<file path="config.mk">
export PLATFORM = sky130hd
export DESIGN_NAME = l2_refill_assembler
export DESIGN_NICKNAME = d
export VERILOG_FILES = /design/src/rtl/l2_refill_assembler.sv
export SDC_FILE = /design/constraint.sdc
export NUM_CORES = 2
export LEC_CHECK = 0
export CAP_MARGIN = 40
export CELL_PAD_IN_SITES_DETAIL_PLACEMENT = 2
export CELL_PAD_IN_SITES_GLOBAL_PLACEMENT = 2
export CORE_AREA = 2 2 329 331
export DETAILED_ROUTE_END_ITERATION = 8
export DIE_AREA = 0 0 331 333
export PLACE_DENSITY_LB_ADDON = 0.05
export SLEW_MARGIN = 20
export SYNTH_ARGS = -nofsm -noshare
export SYNTH_HDL_FRONTEND = slang
export SYNTH_SLANG_ARGS = --single-unit
</file>
<file path="constraint.sdc">
create_clock -name clk -period 3 [get_ports clk]
set_input_delay 0.6 -clock clk [delete_from_list [all_inputs] [get_ports clk]]
set_output_delay 0.6 -clock clk [all_outputs]
set_load 0.03 [all_outputs]
</file>
<file path="src/rtl/l2_refill_assembler.sv">
// Assembles 64-bit MEM-NOC read beats into 256-bit L2 refill lines, one buffer per MSHR,
// with critical-word-first wrap and round-robin hand-off of completed lines to the bank.
module l2_refill_assembler #(
   parameter int unsigned N_MSHR             = 4,
   parameter int unsigned MSHR_ID_WIDTH      = 2,
   parameter int unsigned MEM_DATA_WIDTH     = 64,
   parameter int unsigned CPU_DATA_WIDTH     = 256,
   parameter int unsigned MEM_BURST_LEN      = 4,
   parameter int unsigned BRESP_STATUS_WIDTH = 2
) (
   input  logic                          clk,
   input  logic                          rstn,
   input  logic                          alloc_valid,
   input  logic [MSHR_ID_WIDTH-1:0]      alloc_mshr_id,
   input  logic [1:0]                    alloc_start_beat,
   input  logic                          mem_rvalid,
   output logic                          mem_rready,
   input  logic [MSHR_ID_WIDTH-1:0]      mem_rid,
   input  logic [MEM_DATA_WIDTH-1:0]     mem_rdata,
   input  logic [BRESP_STATUS_WIDTH-1:0] mem_rresp,
   input  logic                          mem_rlast,
   output logic                          line_valid,
   input  logic                          line_ready,
   output logic [MSHR_ID_WIDTH-1:0]      line_mshr_id,
   output logic [CPU_DATA_WIDTH-1:0]     line_data,
   output logic                          line_err,
   output logic [N_MSHR-1:0]             busy,
   output logic                          proto_err
);

   typedef enum logic [1:0] {StIdle, StFill, StFull} buf_state_e;

   buf_state_e                state_q [N_MSHR];
   buf_state_e                state_d [N_MSHR];
   logic [1:0]                ptr_q   [N_MSHR];
   logic [1:0]                ptr_d   [N_MSHR];
   logic [2:0]                cnt_q   [N_MSHR];
   logic [2:0]                cnt_d   [N_MSHR];
   logic [MEM_DATA_WIDTH-1:0] data_q  [N_MSHR][MEM_BURST_LEN];
   logic [N_MSHR-1:0]         err_q, err_d;
   logic                      proto_err_q, proto_err_d;
   logic                      gnt_valid_q, gnt_valid_d;
   logic [MSHR_ID_WIDTH-1:0]  gnt_id_q, gnt_id_d;
   logic [MSHR_ID_WIDTH-1:0]  rr_q, rr_d;

   logic                      beat_acc, handshake, wr_en;
   logic [N_MSHR-1:0]         alloc_hit, beat_hit, release_hit, full_nxt;
   logic [MSHR_ID_WIDTH-1:0]  rr_base, idx;

   always_ff @(posedge clk or negedge rstn) begin
      if (!rstn) begin
         for (int i = 0; i < N_MSHR; i++) begin
            state_q[i] <= StIdle;
            ptr_q[i]   <= '0;
            cnt_q[i]   <= '0;
            for (int k = 0; k < MEM_BURST_LEN; k++) data_q[i][k] <= '0;
         end
         err_q       <= '0;
         proto_err_q <= 1'b0;
         gnt_valid_q <= 1'b0;
         gnt_id_q    <= '0;
         rr_q        <= '0;
      end else begin
         state_q     <= state_d;
         ptr_q       <= ptr_d;
         cnt_q       <= cnt_d;
         err_q       <= err_d;
         proto_err_q <= proto_err_d;
         gnt_valid_q <= gnt_valid_d;
         gnt_id_q    <= gnt_id_d;
         rr_q        <= rr_d;
         if (wr_en) data_q[mem_rid][ptr_q[mem_rid]] <= mem_rdata;
      end
   end

   always_comb begin
      beat_acc  = mem_rvalid && mem_rready;
      handshake = gnt_valid_q && line_ready;
      for (int i = 0; i < N_MSHR; i++) begin
         alloc_hit[i]   = alloc_valid && (alloc_mshr_id == MSHR_ID_WIDTH'(i));
         beat_hit[i]    = beat_acc && (mem_rid == MSHR_ID_WIDTH'(i));
         release_hit[i] = handshake && (gnt_id_q == MSHR_ID_WIDTH'(i));
      end
   end

   // Next-state for every buffer; an alloc always wins over a beat seen in IDLE.
   always_comb begin
      wr_en       = 1'b0;
      proto_err_d = proto_err_q;
      err_d       = err_q;
      for (int i = 0; i < N_MSHR; i++) begin
         state_d[i] = state_q[i];
         ptr_d[i]   = ptr_q[i];
         cnt_d[i]   = cnt_q[i];
         case (state_q[i])
            StIdle: begin
               if (beat_hit[i]) proto_err_d = 1'b1;
               if (alloc_hit[i]) begin
                  state_d[i] = StFill;
                  ptr_d[i]   = alloc_start_beat;
                  cnt_d[i]   = '0;
                  err_d[i]   = 1'b0;
               end
            end
            StFill: begin
               if (alloc_hit[i]) proto_err_d = 1'b1;
               if (beat_hit[i]) begin
                  wr_en    = 1'b1;
                  ptr_d[i] = ptr_q[i] + 2'd1;
                  cnt_d[i] = cnt_q[i] + 3'd1;
                  err_d[i] = err_q[i] | (mem_rresp != '0) | (mem_rlast != (cnt_q[i] == 3'd3));
                  if (cnt_q[i] == 3'd3) state_d[i] = StFull;
               end
            end
            StFull: begin
               if (release_hit[i]) begin
                  state_d[i] = StIdle;
                  if (alloc_hit[i]) begin
                     state_d[i] = StFill;
                     ptr_d[i]   = alloc_start_beat;
                     cnt_d[i]   = '0;
                     err_d[i]   = 1'b0;
                  end
               end else if (alloc_hit[i]) begin
                  proto_err_d = 1'b1;
               end
            end
            default: state_d[i] = StIdle;
         endcase
      end
   end

   // Grant is chosen from next-cycle FULL state so a line is presented one cycle after
   // its last beat; it is frozen while the bank stalls.
   always_comb begin
      for (int i = 0; i < N_MSHR; i++) full_nxt[i] = (state_d[i] == StFull);
      rr_d        = rr_q;
      rr_base     = rr_q;
      gnt_valid_d = gnt_valid_q;
      gnt_id_d    = gnt_id_q;
      idx         = '0;
      if (handshake) begin
         rr_d    = gnt_id_q + MSHR_ID_WIDTH'(1);
         rr_base = gnt_id_q + MSHR_ID_WIDTH'(1);
      end
      if (!(gnt_valid_q && !line_ready)) begin
         gnt_valid_d = 1'b0;
         // Scan from the far end so the candidate nearest rr_base is written last.
         for (int i = N_MSHR - 1; i >= 0; i--) begin
            idx = rr_base + MSHR_ID_WIDTH'(i);
            if (full_nxt[idx]) begin
               gnt_valid_d = 1'b1;
               gnt_id_d    = idx;
            end
         end
      end
   end

   always_comb begin
      mem_rready   = (state_q[mem_rid] != StFull);
      for (int i = 0; i < N_MSHR; i++) busy[i] = (state_q[i] != StIdle);
      line_valid   = gnt_valid_q;
      line_mshr_id = gnt_id_q;
      line_err     = err_q[gnt_id_q];
      proto_err    = proto_err_q;
      for (int k = 0; k < MEM_BURST_LEN; k++) begin
         line_data[k*MEM_DATA_WIDTH +: MEM_DATA_WIDTH] = data_q[gnt_id_q][k];
      end
   end

endmodule

</file>
==> flow_results.xml <==
<?xml version="1.0" encoding="UTF-8"?>
<metrics>
  <group name="status">
    <metric name="run_status" unit="">finished, violations left</metric>
    <metric name="violations" unit="">setup timing</metric>
  </group>
  <group name="timing">
    <metric name="final.setup.tns" unit="ns">-1.02</metric>
    <metric name="slew_viol_final" unit="">0</metric>
    <metric name="fmax" unit="MHz">326</metric>
    <metric name="setup_repair_after_global_routing_missed_its_margin" unit="">yes</metric>
    <metric name="worst_hold_margin" unit="ns">0.380</metric>
    <metric name="maxSlewHeadroom" unit="%">46.2</metric>
    <metric name="clock_skew" unit="ns">0.0158</metric>
    <metric name="setup_viol" unit="">43</metric>
    <metric name="layout_worst_path_cycle_share" unit="%">102</metric>
    <metric name="final_count_of_hold_timing_violations" unit="">0</metric>
    <metric name="worst_slack" unit="ns">-0.0695</metric>
    <metric name="worst_pin_slew" unit="ns">0.805</metric>
    <metric name="timing.final.crit_period" unit="ns">3.07</metric>
  </group>
  <group name="synthesis">
    <metric name="xor_and_xnor_fraction_of_the_mapped_netlist_area" unit="%">0.0753</metric>
    <metric name="synth_top_family_by_area" unit="">multiplexers</metric>
    <metric name="synth_cell_types" unit="">52</metric>
    <metric name="synth_area" unit="um^2">46500</metric>
    <metric name="sequential_share_of_the_synthesized_area" unit="%">57.1</metric>
    <metric name="ys.warnings.count" unit="">0</metric>
    <metric name="synth_simple_gate_area_share" unit="%">1.54</metric>
    <metric name="synth_flop_cell" unit="">sky130_fd_sc_hd__dfrtp_1</metric>
    <metric name="synth_async_sr_flop_share" unit="%">100</metric>
    <metric name="yosys.area_share.adder" unit="%">0.323</metric>
    <metric name="share_of_the_synthesized_area_in_compound_gates_ao_oa_aoi_oai" unit="%">0.855</metric>
    <metric name="avgSynthCellArea" unit="um^2">16.6</metric>
    <metric name="post_synth_mux_area_share" unit="%">37.5</metric>
    <metric name="synth_cells" unit="">2796</metric>
    <metric name="number_of_flops_mapped_to_enable_cells_by_yosys" unit="">0</metric>
    <metric name="synth_fp_nets" unit="">2886</metric>
    <metric name="synth-seq-cells" unit="">1062</metric>
  </group>
  <group name="global_route">
    <metric name="grt_use_met1" unit="%">34.6</metric>
    <metric name="number_of_antenna_violations_at_the_first_check_in_global_routing" unit="">4</metric>
    <metric name="grt_start_max_net_pins" unit="">129</metric>
    <metric name="grt_remaining_overflow" unit="">0</metric>
    <metric name="grt_pass1_wl" unit="um">217000</metric>
    <metric name="grtUsageMet2" unit="%">45.9</metric>
    <metric name="global_route.usage.total" unit="%">26.5</metric>
    <metric name="gr-usage-met3" unit="%">3.52</metric>
    <metric name="grt_pass1_vias" unit="">32100</metric>
    <metric name="grt-busiest-layer" unit="">met2</metric>
  </group>
  <group name="route">
    <metric name="detail_route.wirelength" unit="um">142000</metric>
    <metric name="antenna_left" unit="">0</metric>
    <metric name="dr_total_vias" unit="">27000</metric>
    <metric name="avgViaCountPerCell" unit="">5.70</metric>
    <metric name="detail_route.wl_per_cell" unit="um">30.0</metric>
    <metric name="detailedRoute.firstPassIterationCount" unit="">6</metric>
    <metric name="drt_iter0_markers" unit="">1029</metric>
    <metric name="drc_errors" unit="">0</metric>
  </group>
  <group name="power_and_ir_drop">
    <metric name="total_leakage_power" unit="nW">25.9</metric>
    <metric name="finalPower" unit="mW">73.3</metric>
    <metric name="max-vdd-ir-drop" unit="mV">0.979</metric>
    <metric name="power.density_cell_area" unit="nW/um^2">1270</metric>
  </group>
  <group name="job">
    <metric name="drv.max_cap_violation_count" unit="">0</metric>
  </group>
  <group name="setup_path">
    <metric name="timing.setup.critical_path_class" unit="">reg -&gt; out</metric>
    <metric name="worst-endpoint-arrival" unit="ns">2.47</metric>
    <metric name="path_max_fanout" unit="">9</metric>
    <metric name="critPathLaunchType" unit="">flip-flop</metric>
    <metric name="critical_path.endpoint_type" unit="">primary output</metric>
    <metric name="worst_r2r_endpoint" unit="">ptr_q[6]</metric>
    <metric name="rr_startpoint" unit="">line_mshr_id[0]</metric>
    <metric name="critical_path_required" unit="ns">2.40</metric>
    <metric name="r2r_cells" unit="">10</metric>
    <metric name="reg2reg_slack" unit="ns">0.31</metric>
    <metric name="endpoint" unit="">line_data[123]</metric>
    <metric name="critPathLaunch" unit="">line_mshr_id[0]</metric>
  </group>
  <group name="cells_and_area">
    <metric name="mostFrequentLayoutCells" unit="">1060 x sky130_fd_sc_hd__dfrtp_1, 965 x sky130_fd_sc_hd__mux2_2, 260 x sky130_fd_sc_hd__mux4_2</metric>
    <metric name="final_layout_size_suffix_gt1_share" unit="%">57.3</metric>
    <metric name="nNetsFinal" unit="">3320</metric>
    <metric name="mostFrequentLayoutCell" unit="">sky130_fd_sc_hd__dfrtp_1</metric>
    <metric name="final_design_area_no_fill" unit="um^2">57900</metric>
    <metric name="synthToLayoutAreaGrowth" unit="%">24.4</metric>
    <metric name="final_util" unit="%">54.3</metric>
  </group>
  <group name="place">
    <metric name="detailed_place.area" unit="um^2">52200</metric>
    <metric name="place_hpwl" unit="um">89700</metric>
    <metric name="place_congestion" unit="">0.792</metric>
    <metric name="port-buffer-count" unit="">343</metric>
  </group>
  <group name="floorplan">
    <metric name="die_area" unit="um^2">110000</metric>
    <metric name="placeableCoreArea" unit="um^2">107000</metric>
    <metric name="placement_rows" unit="">120</metric>
    <metric name="fp.dieH" unit="um">333</metric>
    <metric name="die-width" unit="um">331</metric>
    <metric name="initial_core_util" unit="%">43.6</metric>
    <metric name="num_io_pins" unit="">344</metric>
  </group>
  <group name="clock_network">
    <metric name="clock_insertion_delay_worst_skew" unit="ns">0.70</metric>
    <metric name="clockBufferDepth" unit="">3</metric>
    <metric name="number_of_buffers_created_by_cts" unit="">118</metric>
    <metric name="cts.sink_count" unit="">1062</metric>
    <metric name="root_buffer" unit="">sky130_fd_sc_hd__clkbuf_16</metric>
    <metric name="clk_pin_slew" unit="ns">0.06</metric>
    <metric name="cts_tree" unit="">done</metric>
    <metric name="cts.htree.levels" unit="">3</metric>
  </group>
  <group name="min_path">
    <metric name="hold_path_class" unit="">in -&gt; async</metric>
  </group>
</metrics>
==> registers in the layout, indices dropped and copies added (netlist names) <==
register      count
proto_err         1
state_q           8
data_q         1024
line_valid        1
ptr_q             8
err_q             4
rr_q              2
cnt_q            12
line_mshr_id      2
==> power by group <==
group / internal (mW) / switching (mW) / total [mW]
Sequential: 21.0 / 3.72 / 24.7
Clock: 9.54 / 6.08 / 15.6
Combinational: 16.2 / 16.7 / 33.0
Total: 46.7 / 26.5 / 73.3
==> cells in the mapped netlist (3+ instances only) <==
master	count	share of area, %
sky130_fd_sc_hd__ha_1	12	0.32
sky130_fd_sc_hd__or2_2	7	0.094
sky130_fd_sc_hd__a22o_1	3	0.056
sky130_fd_sc_hd__o21ai_0	20	0.22
sky130_fd_sc_hd__nor2b_1	7	0.094
sky130_fd_sc_hd__nor2_4	4	0.097
sky130_fd_sc_hd__nand2b_1	16	0.22
sky130_fd_sc_hd__buf_6	19	0.46
sky130_fd_sc_hd__dfrtp_1	1062	57
sky130_fd_sc_hd__a21oi_1	16	0.17
sky130_fd_sc_hd__nand2_2	4	0.054
sky130_fd_sc_hd__nand3_1	7	0.075
sky130_fd_sc_hd__buf_1	31	0.25
sky130_fd_sc_hd__nor3b_1	5	0.081
sky130_fd_sc_hd__nor2_8	4	0.17
sky130_fd_sc_hd__nor3_1	7	0.075
sky130_fd_sc_hd__mux2_2	965	23
sky130_fd_sc_hd__mux4_2	260	13
sky130_fd_sc_hd__buf_4	18	0.29
sky130_fd_sc_hd__mux2_1	61	1.5
sky130_fd_sc_hd__nand2_1	39	0.31
sky130_fd_sc_hd__o41ai_1	3	0.056
sky130_fd_sc_hd__buf_2	70	0.75
sky130_fd_sc_hd__clkbuf_1	92	0.74
sky130_fd_sc_hd__xnor2_1	4	0.075
sky130_fd_sc_hd__nor2_1	11	0.089
sky130_fd_sc_hd__o31ai_1	5	0.081
sky130_fd_sc_hd__inv_1	14	0.11
==> kinds of logic (layout without fill, tap and decap cells) <==
kind of cell               Yosys count  after routing
muxes                             1288           1288
DFF                               1062           1062
buffers and inverters              244            778
and+or+nand+nor                    123            123
AOI/OAI and AO/OA                   63             63
adders and majority gates           12             12
xor gates and xnor gates             4              4
other                                0              1
==> cell type report <==
type / instances / area [um^2]
Tap cell: 1403 / 1760
Multi-Input combinational cell: 1490 / 18800
Timing Repair Buffer: 544 / 6460
Inverter: 14 / 52.6
Sequential cell: 1062 / 26600
Antenna cell: 1 / 2.50
Clock inverter: 56 / 802
Clock buffer: 164 / 3410
Fill cell: 9230 / 48700
==> worst max-delay path, cell delays in order, from the launching register on <==
cell and delay [ns]:
sky130_fd_sc_hd__dfrtp_4 0.44, sky130_fd_sc_hd__buf_12 0.15, sky130_fd_sc_hd__buf_16 0.19, sky130_fd_sc_hd__buf_6 0.16, sky130_fd_sc_hd__mux4_2 0.63, sky130_fd_sc_hd__buf_6 0.19
==> worst min path at each step <==
stage | end | cells after the start
finish | data_q[934] | 2
global route | data_q[934] | 2
CTS | data_q[934] | 2
detailed placement | data_q[232] | 1
global placement | cnt_q[11] | 2
floorplan | cnt_q[0] | 0
==> metrics by stage <==
stage,setup WS [ns],instances
after floorplan,0.144,2796
after global placement,-0.289,4459
after detailed placement,-0.310,4459
after CTS,-0.149,4725
after global routing,-0.131,4734
final,-0.0695,4734
==> routing by layer <==
metal	share of wire [%]	wire length [um]
met3	3.6	5150
met1	42	59500
met4	2.4	3460
met5	0.032	46
met2	52	74000
==> repair_timing <==
item | in CTS | in global routing
cloned | 17 | 2
buffers inserted | 29 | 11
hold buffers | 1 | 0
endpoints found under the setup margin | 250 | 209
endpoints found under the hold margin | 28 | 0
gates resized for setup | 501 | 85
(Power assumes the default switching activity.)
